## src/rtl/sprite_pkg.sv

```systemverilog
// sprite_pkg: shared widths, defaults and slot record for the sprite compositor.
package sprite_pkg;
  localparam int SIZE_DEF = 20;
  localparam int PX_W = 11;
  localparam int PY_W = 10;
  localparam int ADDR_W = 10;
  localparam int ELEM_MAX = 16;
  typedef struct packed {
    logic [PX_W-1:0] x;
    logic [PY_W-1:0] y;
    logic [ELEM_MAX-1:0] element;
    logic visible;
  } slot_t;
endpackage

```

## src/rtl/sprite_compositor_if.sv

```systemverilog
// sprite_compositor_if: pixel stream, slot-write port and draw outputs of the sprite compositor.
interface sprite_compositor_if import sprite_pkg::*; #(parameter int ELEMENT = 5, parameter int SLOTS = 4);
  localparam int SW = SLOTS > 1 ? $clog2(SLOTS) : 1;
  logic active;
  logic [PX_W-1:0] pixel_x;
  logic [PY_W-1:0] pixel_y;
  logic wr_en;
  logic [SW-1:0] wr_slot;
  logic [PX_W-1:0] wr_x;
  logic [PY_W-1:0] wr_y;
  logic [ELEMENT-1:0] wr_element;
  logic wr_visible;
  logic ready;
  logic [ELEMENT-1:0] element;
  logic [ADDR_W-1:0] address;
  logic collision;
  modport master (output active, pixel_x, pixel_y, wr_en, wr_slot, wr_x, wr_y, wr_element, wr_visible,
                  input ready, element, address, collision);
  modport slave (input active, pixel_x, pixel_y, wr_en, wr_slot, wr_x, wr_y, wr_element, wr_visible,
                 output ready, element, address, collision);
endinterface

```

## src/rtl/sprite_compositor_hit.sv

```systemverilog
// sprite_hit: hit test and in-sprite pixel offset for one slot.
module sprite_hit import sprite_pkg::*; #(parameter int SIZE = SIZE_DEF) (
  input  logic [PX_W-1:0]   x_i,
  input  logic [PY_W-1:0]   y_i,
  input  logic              vis_i,
  input  logic [PX_W-1:0]   px_i,
  input  logic [PY_W-1:0]   py_i,
  output logic              hit_o,
  output logic [ADDR_W-1:0] offset_o
);
  localparam logic [PX_W:0] SX = (PX_W+1)'(SIZE);
  localparam logic [PY_W:0] SY = (PY_W+1)'(SIZE);
  logic [PX_W-1:0] dx;
  logic [PY_W-1:0] dy;
  // One extra bit keeps x+SIZE from wrapping near the right edge of the coordinate range
  always_comb begin
    dx = px_i - x_i;
    dy = py_i - y_i;
    hit_o = vis_i && {1'b0, px_i} >= {1'b0, x_i} && {1'b0, px_i} < {1'b0, x_i} + SX
                  && {1'b0, py_i} >= {1'b0, y_i} && {1'b0, py_i} < {1'b0, y_i} + SY;
    offset_o = ADDR_W'(32'(dy) * SIZE + 32'(dx));
  end
endmodule

```

## src/rtl/sprite_compositor.sv

```systemverilog
// sprite_compositor: per-pixel sprite slot arbitration with frame-committed slot updates;
// define SPRITE_COLLISION_EN to build the sticky per-frame overlap flag.
module sprite_compositor import sprite_pkg::*; #(
  parameter int ELEMENT = 5,
  parameter int SLOTS = 4,
  parameter int SIZE = SIZE_DEF
) (
  input logic clk,
  input logic reset,
  sprite_compositor_if.slave bus
);
  localparam int SW = SLOTS > 1 ? $clog2(SLOTS) : 1;
  slot_t shadow_q [SLOTS];
  slot_t shadow_d [SLOTS];
  slot_t live_q [SLOTS];
  slot_t live_d [SLOTS];
  logic [SLOTS-1:0] hit;
  logic [ADDR_W-1:0] offset [SLOTS];
  logic commit, ready_d, ready_q;
  logic [ELEMENT-1:0] element_d, element_q;
  logic [ADDR_W-1:0] address_d, address_q;
  assign commit = bus.pixel_x == '0 && bus.pixel_y == '0;
  // Commit takes the post-write shadow so a write on the commit cycle lands this frame
  always_comb begin
    for (int s = 0; s < SLOTS; s++) begin
      shadow_d[s] = bus.wr_en && bus.wr_slot == SW'(s)
                  ? slot_t'{x: bus.wr_x, y: bus.wr_y, element: ELEM_MAX'(bus.wr_element), visible: bus.wr_visible}
                  : shadow_q[s];
      live_d[s] = commit ? shadow_d[s] : live_q[s];
    end
  end
  for (genvar i = 0; i < SLOTS; i++) begin : g_hit
    sprite_hit #(.SIZE(SIZE)) u_hit (
      .x_i(live_q[i].x), .y_i(live_q[i].y), .vis_i(live_q[i].visible),
      .px_i(bus.pixel_x), .py_i(bus.pixel_y), .hit_o(hit[i]), .offset_o(offset[i])
    );
  end
  always_comb begin
    ready_d = 1'b0;
    element_d = '0;
    address_d = '0;
    for (int s = SLOTS - 1; s >= 0; s--) begin
      if (bus.active && hit[s]) begin
        ready_d = 1'b1;
        element_d = ELEMENT'(live_q[s].element);
        address_d = offset[s];
      end
    end
  end
  always_ff @(posedge clk) begin
    if (reset) begin
      shadow_q <= '{default: '0};
      live_q <= '{default: '0};
      ready_q <= 1'b0;
      element_q <= '0;
      address_q <= '0;
    end else begin
      shadow_q <= shadow_d;
      live_q <= live_d;
      ready_q <= ready_d;
      element_q <= element_d;
      address_q <= address_d;
    end
  end
  assign bus.ready = ready_q;
  assign bus.element = element_q;
  assign bus.address = address_q;
`ifdef SPRITE_COLLISION_EN
  logic collision_d, collision_q;
  assign collision_d = (bus.active && (hit & (hit - SLOTS'(1))) != '0) || (collision_q && !commit);
  always_ff @(posedge clk) collision_q <= reset ? 1'b0 : collision_d;
  assign bus.collision = collision_q;
`else
  assign bus.collision = 1'b0;
`endif
endmodule

```

## src/flat_wrapper.sv

```systemverilog
// flat-port wrapper written by rule: the top's interface ports become plain ports
module sprite_compositor_flat import sprite_pkg::*;
#(
  parameter int ELEMENT = 5,
  parameter int SLOTS = 4,
  parameter int SIZE = SIZE_DEF
)
  (clk, reset, bus_active, bus_pixel_x, bus_pixel_y, bus_wr_en, bus_wr_slot, bus_wr_x, bus_wr_y, bus_wr_element, bus_wr_visible, bus_ready, bus_element, bus_address, bus_collision);
  sprite_compositor_if #(.ELEMENT(ELEMENT), .SLOTS(SLOTS)) bus_i ();
  input logic clk;
  input logic reset;
  input wire logic [$bits(bus_i.active)-1:0] bus_active;
  input wire logic [$bits(bus_i.pixel_x)-1:0] bus_pixel_x;
  input wire logic [$bits(bus_i.pixel_y)-1:0] bus_pixel_y;
  input wire logic [$bits(bus_i.wr_en)-1:0] bus_wr_en;
  input wire logic [$bits(bus_i.wr_slot)-1:0] bus_wr_slot;
  input wire logic [$bits(bus_i.wr_x)-1:0] bus_wr_x;
  input wire logic [$bits(bus_i.wr_y)-1:0] bus_wr_y;
  input wire logic [$bits(bus_i.wr_element)-1:0] bus_wr_element;
  input wire logic [$bits(bus_i.wr_visible)-1:0] bus_wr_visible;
  output wire logic [$bits(bus_i.ready)-1:0] bus_ready;
  output wire logic [$bits(bus_i.element)-1:0] bus_element;
  output wire logic [$bits(bus_i.address)-1:0] bus_address;
  output wire logic [$bits(bus_i.collision)-1:0] bus_collision;
  assign bus_i.active = bus_active;
  assign bus_i.pixel_x = bus_pixel_x;
  assign bus_i.pixel_y = bus_pixel_y;
  assign bus_i.wr_en = bus_wr_en;
  assign bus_i.wr_slot = bus_wr_slot;
  assign bus_i.wr_x = bus_wr_x;
  assign bus_i.wr_y = bus_wr_y;
  assign bus_i.wr_element = bus_wr_element;
  assign bus_i.wr_visible = bus_wr_visible;
  assign bus_ready = bus_i.ready;
  assign bus_element = bus_i.element;
  assign bus_address = bus_i.address;
  assign bus_collision = bus_i.collision;
  sprite_compositor #(.ELEMENT(ELEMENT), .SLOTS(SLOTS), .SIZE(SIZE)) u_core (.clk(clk), .reset(reset), .bus(bus_i));
endmodule
```

## config.mk

```make
export PLATFORM = sky130hd
export DESIGN_NAME = sprite_compositor_flat
export DESIGN_NICKNAME = d
export VERILOG_FILES = /design/src/rtl/sprite_pkg.sv /design/src/rtl/sprite_compositor_if.sv /design/src/rtl/sprite_compositor_hit.sv /design/src/rtl/sprite_compositor.sv /design/src/flat_wrapper.sv
export SDC_FILE = /design/constraint.sdc
export NUM_CORES = 1
export LEC_CHECK = 0
export CAP_MARGIN = 20
export CORE_MARGIN = 10
export CORE_UTILIZATION = 62
export CTS_CLUSTER_DIAMETER = 100
export DETAILED_ROUTE_END_ITERATION = 10
export PLACE_DENSITY = 0.81
export SETUP_SLACK_MARGIN = 0.5
export SLEW_MARGIN = 10
export SYNTH_ARGS = -nofsm -noshare
export SYNTH_HDL_FRONTEND = slang
export SYNTH_SLANG_ARGS = --single-unit
```

## constraint.sdc

```tcl
create_clock -name clk -period 7.2 [get_ports clk]
set_input_delay 1.44 -clock clk [delete_from_list [all_inputs] [get_ports clk]]
set_output_delay 1.44 -clock clk [all_outputs]
set_load 0.05 [all_outputs]
```

==> key figures <==
CTS
  – CTS tree: done
  – Worst skew pair latency: 0.54 ns
  – Post-CTS Setup Bufs: 0
  – CTS Buffer Depth: 3
  – CTS clock-pin slew for the worst setup and hold paths: 0.07 ns
  – Depth of the CTS H-tree: 1
  – Number of CTS-inserted buffers: 24
  – Post-CTS sizing: 0
  – Sink Count: 232
  – Root Buffer: clkbuf_16
  – Post-cts hold buffer count: 0

Floorplan
  – Die H: 180.8 µm
  – I/O Pins: 71
  – Starting density of the core: 0.6326
  – Row count: 58
  – Chip width: 180.8 µm
  – Die Area: 32670 µm²
  – Core Region: 25330 µm²

Pwr
  – Total Power: 3.551 mW
  – Pleak: 7.256 nW
  – Pwr/cell area: 199.2 nW/µm²
  – Max IR drop VDD: 0.2360 mV

Timing
  – Max-slew headroom: 0.3608
  – Final setup fails: 0
  – RSZ-0062 raised after global routing: false
  – Tightest Pin Transition: 0.9559 ns
  – Final Hold Viols: 0
  – Final worst-path setup slack: 1.284 ns
  – Post-layout minimum cycle time: 5.916 ns
  – Max Freq: 169.0 MHz
  – Clk_skew: 0.01772 ns
  – Max-slew violations: 0
  – Hold_ws: 0.4700 ns
  – Final period util: 0.8217
  – Fin Setup TNS: 0 ns

Min path
  – WHS Endpoint: u_core.bus.element[1]
  – Hold WC Path Type: reg -> reg
  – Hold Path Depth: 2
  – Hold Path Origin: u_core.live_q[116]

Logic synthesis
  – Mapped Cells: 1770
  – Register bit total from synthesis: 232
  – Syn Area/Cell: 9.052 µm²
  – Synthesized area: 16020 µm²
  – Most frequent cell after synthesis: nor2_1
  – Synth area leaders: dfxtp_1, ha_1, mux2i_1
  – Post-synth top area share: 0.2899
  – EDFF count, synth: 0
  – Sequential area share after synthesis: 0.2899
  – Synth area leader: dfxtp_1
  – Synth cell count leaders: nor2_1, dfxtp_1, ha_1, inv_1, a211oi_1
  – Cell variety after synth: 66
  – Async S/R FF share, synth: 0
  – Post-Syn Nets: 2096
  – Synth warnings: 0
  – Synth Flop Type: dfxtp_1

Global route
  – Vias in the first global route: 13120
  – First-pass GRT wire length: 67.99 mm
  – Total GRT Usage: 0.2503
  – Initial antenna violation count: 0
  – Global route overflow: 0
  – Largest net degree at the start of global routing: 134

Cells and area
  – # fillers: 1991
  – Register Area: 4644 µm²
  – Post-Layout Cell Count: 2156
  – Final Util: 0.7037
  – Multi-input logic area: 10600 µm²
  – Share of cells above drive strength 1: 0.04053
  – P&R area growth vs syn: 11.24%
  – Post-route cell area: 17820 µm²
  – Ant diodes: 0
  – Layout net count: 2134

Run
  – Max-Cap Viols: 0

Drt
  – Post-DRT Antenna Nets: 0
  – Detailed Route Iter0 Violations: 941
  – Mean routed wirelength per cell: 19.49 µm
  – Drt pass-1 iters: 7
  – Final WL: 42.02 mm
  – Vias/cell: 6.076
  – # DRC: 0
  – Vias: 13100

Placed design
  – Placed Area: 17010 µm²
  – Pre-CTS setup slack: 0.8063 ns
  – DP HPWL: 31.97 mm
  – GP Congestion: 0.9431
  – Placed Cells: 2111
  – Number of I/O port buffers: 69

Critical path
  – Critical Path AT: 6.40 ns
  – Capture point of the worst reg-to-reg path: u_core.bus.address[9]
  – WS Path Type: in -> reg
  – Worst reg2reg path startpoint: u_core.live_q[19]
  – Worst Path Required: 7.68 ns
  – Crit path from: bus_pixel_y[1]
  – Crit end category: register
  – R2r setup slk: 2.58 ns
  – Worst-path maximum fanout: 9
  – Worst Setup Start Kind: input pin
  – Reg2reg path depth: 21

Status
  – Status: finished, final reports clean
## layout by cell type, fill, tap and decap left out, types with 13 or more instances in the layout
master,instances
ha_1,228
dfxtp_1,232
nor2b_1,13
a211oi_1,121
inv_1,135
clkbuf_16,25
xnor2_1,101
and3_1,13
o21ai_0,60
a21o_1,33
buf_4,13
nand3_1,28
fa_1,44
nor3_1,21
nand2_1,40
xor2_1,25
a21oi_1,80
mux2i_1,109
clkdlybuf4s50_1,68
nor2_1,264
## worst max path at each step
stage	end	cells after the start	slack, ns
global route	u_core.bus.address[9]	21	0.98
CTS	u_core.bus.address[9]	19	1.35
global placement	u_core.bus.address[9]	21	0.89
detailed placement	u_core.bus.address[9]	21	0.81
floorplan	u_core.bus.address[9]	22	1.67
finish	u_core.bus.address[9]	19	1.28
## logic make-up after synthesis
kind of cell	count (synthesis)	synth area share
compound gates	389	0.1674
xor+xnor	128	0.07169
fa+ha+maj	272	0.2330
buf+inv	209	0.05014
flops	232	0.2899
mux	109	0.06810
other cells	1	0.0002341
simple gates	430	0.1195
## flip-flops by register name, indices dropped and copies added (netlist names)
name,cells
u_core.shadow_q,108
u_core.live_q,108
u_core.bus.element,5
u_core.bus.address,10
u_core.bus.ready,1
## power by group
part,switching (mW),internal [mW],total [mW]
clock network,0.527,0.701,1.23
logic,0.551,0.464,1.01
registers,0.00518,1.30,1.31
total,1.08,2.47,3.55
## final cells by class
class | instances | share of cell area
inverters | 135 | 0.02843
clock inverters | 10 | 0.003931
flip-flops and latches | 232 | 0.2606
repair buffers | 86 | 0.04879
multi-input cells | 1329 | 0.5947
well taps | 330 | 0.02317
clock buffers | 34 | 0.04037
## worst max-delay path, stage by stage
cell and delay [ns]:
clkdlybuf4s50_1 0.72, ha_1 0.48, nor2b_1 0.19, o21ai_0 0.10, nand2b_1 0.14, xor2_1 0.24
ha_1 0.27, ha_1 0.22, fa_1 0.50, fa_1 0.41, ha_1 0.36, nand2_1 0.08
o21ai_0 0.11, o21ai_0 0.22, nand2b_1 0.08, a21oi_1 0.14, xnor3_1 0.39, a21oi_1 0.14
and3_1 0.16
## layer usage
layer	vias up	global-route usage	routed length [µm]	part of all wire
li1	6358	-	-	-
met1	6277	0.3229	18370	0.44
met2	372	0.4139	19460	0.46
met3	93	0.04575	2998	0.071
met4	0	0.08038	1187	0.028
met5	-	0	0	0
(Power assumes the default switching activity.)
